File: src/rtl/execute_muldiv_unit.sv
// Execute-stage HI/LO unit: iterative MULT/MULTU/DIV/DIVU, HI/LO registers, MFHI/MFLO/MTHI/MTLO.
// Optional MULDIV_FAST_MULT_EN: single-cycle native multiply instead of the shift-add loop.
module execute_muldiv_unit #(
  parameter int WIDTH_32 = 32
) (
  input  logic                clk,
  input  logic                rst,
  input  logic                valid_E,
  input  logic                flush_E,
  input  logic [5:0]          funct_E,
  input  logic [WIDTH_32-1:0] src_a_E,
  input  logic [WIDTH_32-1:0] src_b_E,
  output logic                busy,
  output logic                stall_muldiv,
  output logic [WIDTH_32-1:0] hilo_rdata,
  output logic [WIDTH_32-1:0] hi,
  output logic [WIDTH_32-1:0] lo,
  output logic                done
);

  localparam int W  = WIDTH_32;
  localparam int CW = $clog2(W);

  localparam logic [5:0] F_MFHI  = 6'h10;
  localparam logic [5:0] F_MTHI  = 6'h11;
  localparam logic [5:0] F_MFLO  = 6'h12;
  localparam logic [5:0] F_MTLO  = 6'h13;
  localparam logic [5:0] F_MULT  = 6'h18;
  localparam logic [5:0] F_MULTU = 6'h19;
  localparam logic [5:0] F_DIV   = 6'h1A;
  localparam logic [5:0] F_DIVU  = 6'h1B;

  typedef enum logic [2:0] {S_IDLE, S_MUL, S_DIV, S_FIX, S_MULF} state_t;

  state_t          state_q, state_d;
  logic [CW-1:0]   cnt_q, cnt_d;
  logic [2*W-1:0]  mcand_q, mcand_d;
  logic [W-1:0]    mplier_q, mplier_d;
  logic [2*W-1:0]  acc_q, acc_d;
  logic [W-1:0]    a_raw_q, a_raw_d;
  logic            sgn_quo_q, sgn_quo_d;
  logic            sgn_rem_q, sgn_rem_d;
  logic            is_div_q, is_div_d;
  logic            dz_q, dz_d;
  logic [W-1:0]    hi_q, hi_d;
  logic [W-1:0]    lo_q, lo_d;
  logic            done_q, done_d;

  logic            hilo_class;
  logic            accept;
  logic            signed_op;
  logic [W-1:0]    a_mag, b_mag;
  logic [W:0]      trial;
  logic [2*W-1:0]  prod_fix;
`ifdef MULDIV_FAST_MULT_EN
  logic [2*W-1:0]  fast_prod;
  logic [2*W-1:0]  fast_fix;
`endif

  always_comb begin
    case (funct_E)
      F_MFHI, F_MTHI, F_MFLO, F_MTLO,
      F_MULT, F_MULTU, F_DIV, F_DIVU: hilo_class = 1'b1;
      default:                        hilo_class = 1'b0;
    endcase
  end

  assign busy         = (state_q != S_IDLE);
  assign accept       = valid_E && !flush_E && hilo_class && (state_q == S_IDLE);
  assign stall_muldiv = valid_E && hilo_class && busy;
  assign hilo_rdata   = (funct_E == F_MFHI) ? hi_q : lo_q;
  assign hi           = hi_q;
  assign lo           = lo_q;
  assign done         = done_q;

  assign signed_op = (funct_E == F_MULT) || (funct_E == F_DIV);
  assign a_mag     = (signed_op && src_a_E[W-1]) ? (~src_a_E + 1'b1) : src_a_E;
  assign b_mag     = (signed_op && src_b_E[W-1]) ? (~src_b_E + 1'b1) : src_b_E;
  // Restoring step: partial remainder with the next dividend bit shifted in, minus divisor.
  assign trial     = acc_q[2*W-1:W-1] - {1'b0, mplier_q};
  assign prod_fix  = sgn_quo_q ? (~acc_q + 1'b1) : acc_q;
`ifdef MULDIV_FAST_MULT_EN
  assign fast_prod = {{W{1'b0}}, mcand_q[W-1:0]} * {{W{1'b0}}, mplier_q};
  assign fast_fix  = sgn_quo_q ? (~fast_prod + 1'b1) : fast_prod;
`endif

  always_comb begin
    state_d   = state_q;
    cnt_d     = cnt_q;
    mcand_d   = mcand_q;
    mplier_d  = mplier_q;
    acc_d     = acc_q;
    a_raw_d   = a_raw_q;
    sgn_quo_d = sgn_quo_q;
    sgn_rem_d = sgn_rem_q;
    is_div_d  = is_div_q;
    dz_d      = dz_q;
    hi_d      = hi_q;
    lo_d      = lo_q;
    done_d    = 1'b0;
    case (state_q)
      S_IDLE: begin
        if (accept) begin
          case (funct_E)
            F_MTHI: hi_d = src_a_E;
            F_MTLO: lo_d = src_a_E;
            F_MULT, F_MULTU, F_DIV, F_DIVU: begin
              is_div_d  = funct_E[1];
              mcand_d   = {{W{1'b0}}, a_mag};
              mplier_d  = b_mag;
              a_raw_d   = src_a_E;
              sgn_quo_d = signed_op && (src_a_E[W-1] ^ src_b_E[W-1]);
              sgn_rem_d = signed_op && src_a_E[W-1];
              dz_d      = (src_b_E == '0);
              cnt_d     = '0;
              // Divide seeds the {remainder, quotient} register with the dividend.
              acc_d     = funct_E[1] ? {{W{1'b0}}, a_mag} : '0;
`ifdef MULDIV_FAST_MULT_EN
              state_d   = funct_E[1] ? S_DIV : S_MULF;
`else
              state_d   = funct_E[1] ? S_DIV : S_MUL;
`endif
            end
            default: ;
          endcase
        end
      end
      S_MUL: begin
        if (mplier_q[0]) acc_d = acc_q + mcand_q;
        mcand_d  = mcand_q << 1;
        mplier_d = mplier_q >> 1;
        cnt_d    = cnt_q + 1'b1;
        if (cnt_q == CW'(W-1)) state_d = S_FIX;
      end
      S_DIV: begin
        if (!trial[W]) acc_d = {trial[W-1:0], acc_q[W-2:0], 1'b1};
        else           acc_d = {acc_q[2*W-2:0], 1'b0};
        cnt_d = cnt_q + 1'b1;
        if (cnt_q == CW'(W-1)) state_d = S_FIX;
      end
      S_FIX: begin
        if (is_div_q) begin
          if (dz_q) begin
            lo_d = '1;
            hi_d = a_raw_q;
          end else begin
            lo_d = sgn_quo_q ? (~acc_q[W-1:0] + 1'b1) : acc_q[W-1:0];
            hi_d = sgn_rem_q ? (~acc_q[2*W-1:W] + 1'b1) : acc_q[2*W-1:W];
          end
        end else begin
          {hi_d, lo_d} = prod_fix;
        end
        cnt_d   = '0;
        done_d  = 1'b1;
        state_d = S_IDLE;
      end
`ifdef MULDIV_FAST_MULT_EN
      S_MULF: begin
        {hi_d, lo_d} = fast_fix;
        done_d  = 1'b1;
        state_d = S_IDLE;
      end
`endif
      default: state_d = S_IDLE;
    endcase
  end

  always_ff @(posedge clk or posedge rst) begin
    if (rst) begin
      state_q   <= S_IDLE;
      cnt_q     <= '0;
      mcand_q   <= '0;
      mplier_q  <= '0;
      acc_q     <= '0;
      a_raw_q   <= '0;
      sgn_quo_q <= 1'b0;
      sgn_rem_q <= 1'b0;
      is_div_q  <= 1'b0;
      dz_q      <= 1'b0;
      hi_q      <= '0;
      lo_q      <= '0;
      done_q    <= 1'b0;
    end else begin
      state_q   <= state_d;
      cnt_q     <= cnt_d;
      mcand_q   <= mcand_d;
      mplier_q  <= mplier_d;
      acc_q     <= acc_d;
      a_raw_q   <= a_raw_d;
      sgn_quo_q <= sgn_quo_d;
      sgn_rem_q <= sgn_rem_d;
      is_div_q  <= is_div_d;
      dz_q      <= dz_d;
      hi_q      <= hi_d;
      lo_q      <= lo_d;
      done_q    <= done_d;
    end
  end

endmodule

File: config.mk
export PLATFORM = sky130hd
export DESIGN_NAME = execute_muldiv_unit
export DESIGN_NICKNAME = d
export VERILOG_FILES = /design/src/rtl/execute_muldiv_unit.sv
export SDC_FILE = /design/constraint.sdc
export NUM_CORES = 1
export LEC_CHECK = 0
export CAP_MARGIN = 10
export CORE_ASPECT_RATIO = 1.4
export CORE_UTILIZATION = 30
export DETAILED_ROUTE_END_ITERATION = 8
export HOLD_SLACK_MARGIN = 0.08
export RECOVER_POWER = 25
export SKIP_CTS_REPAIR_TIMING = 1
export SYNTH_ARGS = -nofsm -noshare
export SYNTH_HDL_FRONTEND = slang
export SYNTH_SLANG_ARGS = --single-unit
File: constraint.sdc
create_clock -name clk -period 16.05 [get_ports clk]
set_clock_uncertainty 0.15 [all_clocks]
set_input_delay 4.0125 -clock clk [delete_from_list [all_inputs] [get_ports clk]]
set_output_delay 4.0125 -clock clk [all_outputs]
set_load 0.02 [all_outputs]
# Word-level counts from Yosys, hierarchy flattened
# Memory sizes are Yosys's and may differ from the RTL's.
# Cells that the tools add are included.
[word_totals] inputBits=74 word_cells=109 ff_bits=269 rom_bits=32 out_inout_bits=99 memories=1
[op_classes] mux=38 n_bitwise=6 eq_ne=17 addsub=8 n_reduce_logical=26
[memory_table] memory="(no name shown)" words=32 word_bits=1 rd=1 rd_ports_with_merged_regs=0 write_ports=0 line_no="61" source="case (funct_E)"
[op_table] cell="$mux 32" n=16
[op_table] cell="$mux 64" n=7
[op_table] cell="$pmux 32 s2" n=3
[op_table] cell="$pmux 64 s3" n=1
[op_table] cell="$add 32x1->32 const B" n=4
[op_table] cell="$not 32->32" n=4
[op_table] cell="$pmux 64 s2" n=1
[op_table] cell="$add 64x1->64 const B" n=1
[op_table] cell="$add 64x64->64" n=1
[op_table] cell="$not 64->64" n=1
[op_table] cell="$eq 6x5->1 const B" n=7
[op_table] cell="$sub 33x32->33" n=1
[op_table] cell="$logic_not 32->1" n=1
[op_table] cell="$reduce_and 3->1" n=6
[op_table] cell="$pmux 5 s3" n=1
[op_table] cell="$mux 5" n=2
[op_table] cell="$mux 3" n=3
[op_table] cell="$reduce_bool 3->1" n=3
[op_table] cell="$logic_and 1x1->1" n=8
[op_table] cell="$ne 2x1->1 const B" n=4
[op_table] cell="$eq 3x2->1 const B" n=2
[op_table] cell="$pmux 3 s2" n=1
[op_table] cell="$add 5x1->5 const B" n=1
[op_table] cell="$eq 5x5->1 const B" n=1
[op_table] cell="12 further kinds" n=15

# Logic depth before layout (Yosys ltp)
[logic_depth] depth_word=8 depth_mapped=16 ltp_nobuf=14

# Worst setup path before layout
# No wires, ideal clock.
[synth_timing] path_type="input to output" startpoint="input port funct_E[2]" endpoint="output port hilo_rdata[10]" cell_stages=4 path_slack_ns=6.083 n_path_buf=1 arrival_time_ns=5.804 required_ns=11.887 cell_sequence="or3b_2 > nor4_1 > clkbuf_1 > mux2_2"
[synth_via] elab_chain_len=2
[synth_lines] item="from (decl)" line_no="10" source="input logic [5:0] funct_E,"
[synth_lines] item="$eq 6x5->1" line_no="71" source="assign hilo_rdata = (funct_E == F_MFHI) ? hi_q : lo_q;"
[synth_lines] item="$mux 32" line_no="71"
[synth_lines] item="to (decl)" line_no="15" source="output logic [WIDTH_32-1:0] hilo_rdata,"
# Every way passes these cells.

# Worst setup path in the final report
[layout_timing] startpoint="input port funct_E[4]" endpoint="output port hilo_rdata[27]"
# Same word-level chain as after synthesis.

==> summary.md <==
| Metric | Value |
|---|---|
| Status | `finished with violations` |
| Failing checks | `max-capacitance violations, max-slew violations` |
| Pwr dens | `163 nW/um^2` |
| Final min period | `10,720 ps` |
| Die Ht | `319 microns` |
| H-tree depth | `1` |
| Sequential share of the synthesized area | `31.2%` |
| Number of global-route vias before repair | `20,100` |
| Cell Area, Synth | `21,500 sq um` |
| CORE AREA | `70,600 sq um` |
| Via count | `20,800` |
| GRT overflow | `0` |
| CP Launch Type | `input pin` |
| Crit Path Max Fanout | `32` |
| Leak | `10.7 nW` |
| Peak VDD IR | `0.117 mV` |
| Final hold vios | `0` |
| Total length of routed wires | `77.5 mm` |
| Synth-to-Final Area Change | `16.7%` |
| Slew HR | `-138%` |
| Vias/cell | `5.62` |
| Async S/R FF share, synth | `100%` |
| Total of max-cap violations | `4` |
| DPL Wire Length | `58.1 mm` |
| Std cell rows | `115` |
| Cells after Synth | `2,682` |
| Final setup vio count | `0` |
| Total global-route track usage | `20.8%` |
| DRT antenna net count | `0` |
| Starting Density | `30.4%` |
| Cell variety after synth | `83` |
| Final nets | `2,928` |
| Top-Level Pins | `173` |
| Die W | `228 microns` |
| Crit path DAT | `6560 ps` |
| Crit share post-route | `66.8%` |
| Most common cell after layout, fill and taps aside | `nand2_1` |
| Fmax | `93.3 MHz` |
| Port Buffers | `172` |
| Synth warn | `0` |
| Clk sinks | `268` |
| Synthesis-stage register bit count | `268` |
| DRC | `0` |
| Primary FF master, synth | `dfrtp_1` |
| HP Class | `reg -> reg` |
| CTS tree | `built` |
| Detailed Routing Iterations Pass 1 | `6` |
| Max Slew Vio Count | `276` |
| Reg clk slew, reported paths | `70 ps` |
| Syn_area_per_cell | `8.02 sq um` |
| Worst skew pair latency | `620 ps` |
| CTS buffer count | `31` |
| Clk buf depth | `3` |
| Setup crit end kind | `output pin` |
| Initial antenna violation count | `0` |
| Number of synthesized flops with an enable pin | `0` |
| Slew @ Worst Pin | `3570 ps` |
| Setup Total Neg Slack | `0 ps` |
| Routability cong. | `0.956` |
| Overall power | `4.09 mW` |
| Clock Root Buffer | `clkbuf_16` |
| Initial DRC count | `1,862` |
| Most frequent cells in the layout | `nand2_1, o21ai_0, dfrtp_1` |
| Unrepaired setup endpoints after global routing | `false` |
| DR WL/cell | `20.9 microns` |
| N_diodes | `0` |
| Net count after synthesis | `2,863` |
| Setup CP Type | `in -> out` |
| Layout cells sized above 1 | `6.71%` |
| Data required time at the worst endpoint | `11,890 ps` |
| First-pass GRT wire length | `120 mm` |
| Die Area | `72,800 sq um` |
| Largest net degree at the start of global routing | `106` |
cell usage after synthesis (15+ instances only):
library cell	n	area [sq um]
a211oi_1	17	128
a21o_1	33	248
a21oi_1	228	1140
a221oi_1	18	158
a22o_1	38	333
a22oi_1	30	225
a31oi_1	34	213
and3_1	21	131
clkbuf_1	157	589
dfrtp_1	268	6710
ha_1	105	1310
inv_1	82	308
mux2_2	62	698
mux2i_1	67	671
nand2_1	336	1260
nand2b_1	19	119
nand3_1	37	185
nand4_1	23	144
nor2_1	186	698
nor2b_1	19	119
nor3_1	46	230
o211ai_1	15	113
o21a_1	19	143
o21ai_0	316	1580
o221ai_1	24	210
o22ai_1	41	257
o31ai_1	32	240
or3_1	37	231
xnor2_1	112	981
xor2_1	77	674
critical path: stages:
cell	delay [ps]
clkdlybuf4s50_1	450
or3b_2	500
nor4_2	150
buf_4	440
mux2_2	390
clkdlybuf4s50_1	540
final timing paths:
path	startpoint	to	slack (ps)	cells past startpoint
max	funct_E[4]	hilo_rdata[27]	5330	6
min	a_raw_q[5]$_DFFE_PP0P_	a_raw_q[5]$_DFFE_PP0P_	340	2
max reg2reg	state_q[0]$_DFFE_PP0P_	hi[27]$_DFFE_PP0P_	10660	5
min reg2reg	a_raw_q[5]$_DFFE_PP0P_	a_raw_q[5]$_DFFE_PP0P_	340	2
max in group asynchronous	rst	mcand_q[31]$_DFFE_PP0P_	6270	4
min in group asynchronous	rst	lo[18]$_DFFE_PP0P_	4700	2
sequential cells by signal, indices dropped and copies added, names as in the netlist:
| register | cells |
|---|---|
| acc_q | 64 |
| done | 1 |
| mcand_q | 64 |
| mplier_q | 32 |
| is_div_q | 1 |
| a_raw_q | 32 |
| state_q | 2 |
| hi | 32 |
| lo | 32 |
| sgn_quo_q | 1 |
| dz_q | 1 |
| cnt_q | 5 |
| sgn_rem_q | 1 |
cell type report:
class	instances	area, sq um
clock buffer	40	860
clock inverter	18	196
fill	7389	45500
inverter	85	320
multi-input combinational	2154	13900
sequential	268	6710
tap	936	1170
timing repair buffer	207	1970
cell families (layout without fill, tap and decap cells):
| logic type | Yosys count | in the layout | share of synthesized area, % |
|---|---|---|---|
| buffers and inverters | 260 | 350 | 4.59 |
| multiplexers | 129 | 129 | 6.36 |
| AND/OR/NAND/NOR | 796 | 796 | 17.0 |
| XOR/XNOR | 189 | 189 | 7.70 |
| AO/OA/AOI/OAI | 933 | 933 | 26.8 |
| flip-flops | 268 | 268 | 31.2 |
| adder cells (fa/ha/maj) | 107 | 107 | 6.29 |
power by group:
part / internal, mW / leakage [nW] / total [mW] / switching (mW)
logic: 0.860 / 6.67 / 2.16 / 1.30
registers: 0.903 / 3.49 / 1.19 / 0.282
clock network: 0.429 / 0.524 / 0.754 / 0.325
total: 2.19 / 10.7 / 4.09 / 1.90
per-stage QoR:
stage | util (%) | hold WS [ps] | worst slack, ps | cells | area, sq um
final | 35.5 | 341 | 5330 | 3708 | 25100
after global routing | 35.5 | 365 | 5020 | 3708 | 25100
after CTS | 35.6 | 342 | 5310 | 3708 | 25100
after detailed placement | 34.1 | 327 | 5320 | 3650 | 24100
after global placement | 34.1 | 315 | 5320 | 3650 | 24100
after floorplan | - | 300 | 4510 | 2682 | 21500
routing by layer:
| metal | vias to the layer above | share of wire [%] | GRT usage [%] |
|---|---|---|---|
| met3 | 172 | 6.2 | 2.09 |
| li1 | 9941 | - | - |
| met4 | 0 | 4.6 | 9.14 |
| met1 | 9942 | 42 | 26.6 |
| met2 | 768 | 47 | 35.5 |
| met5 | - | 0 | 0 |
Power figures use the tool's default switching activity.
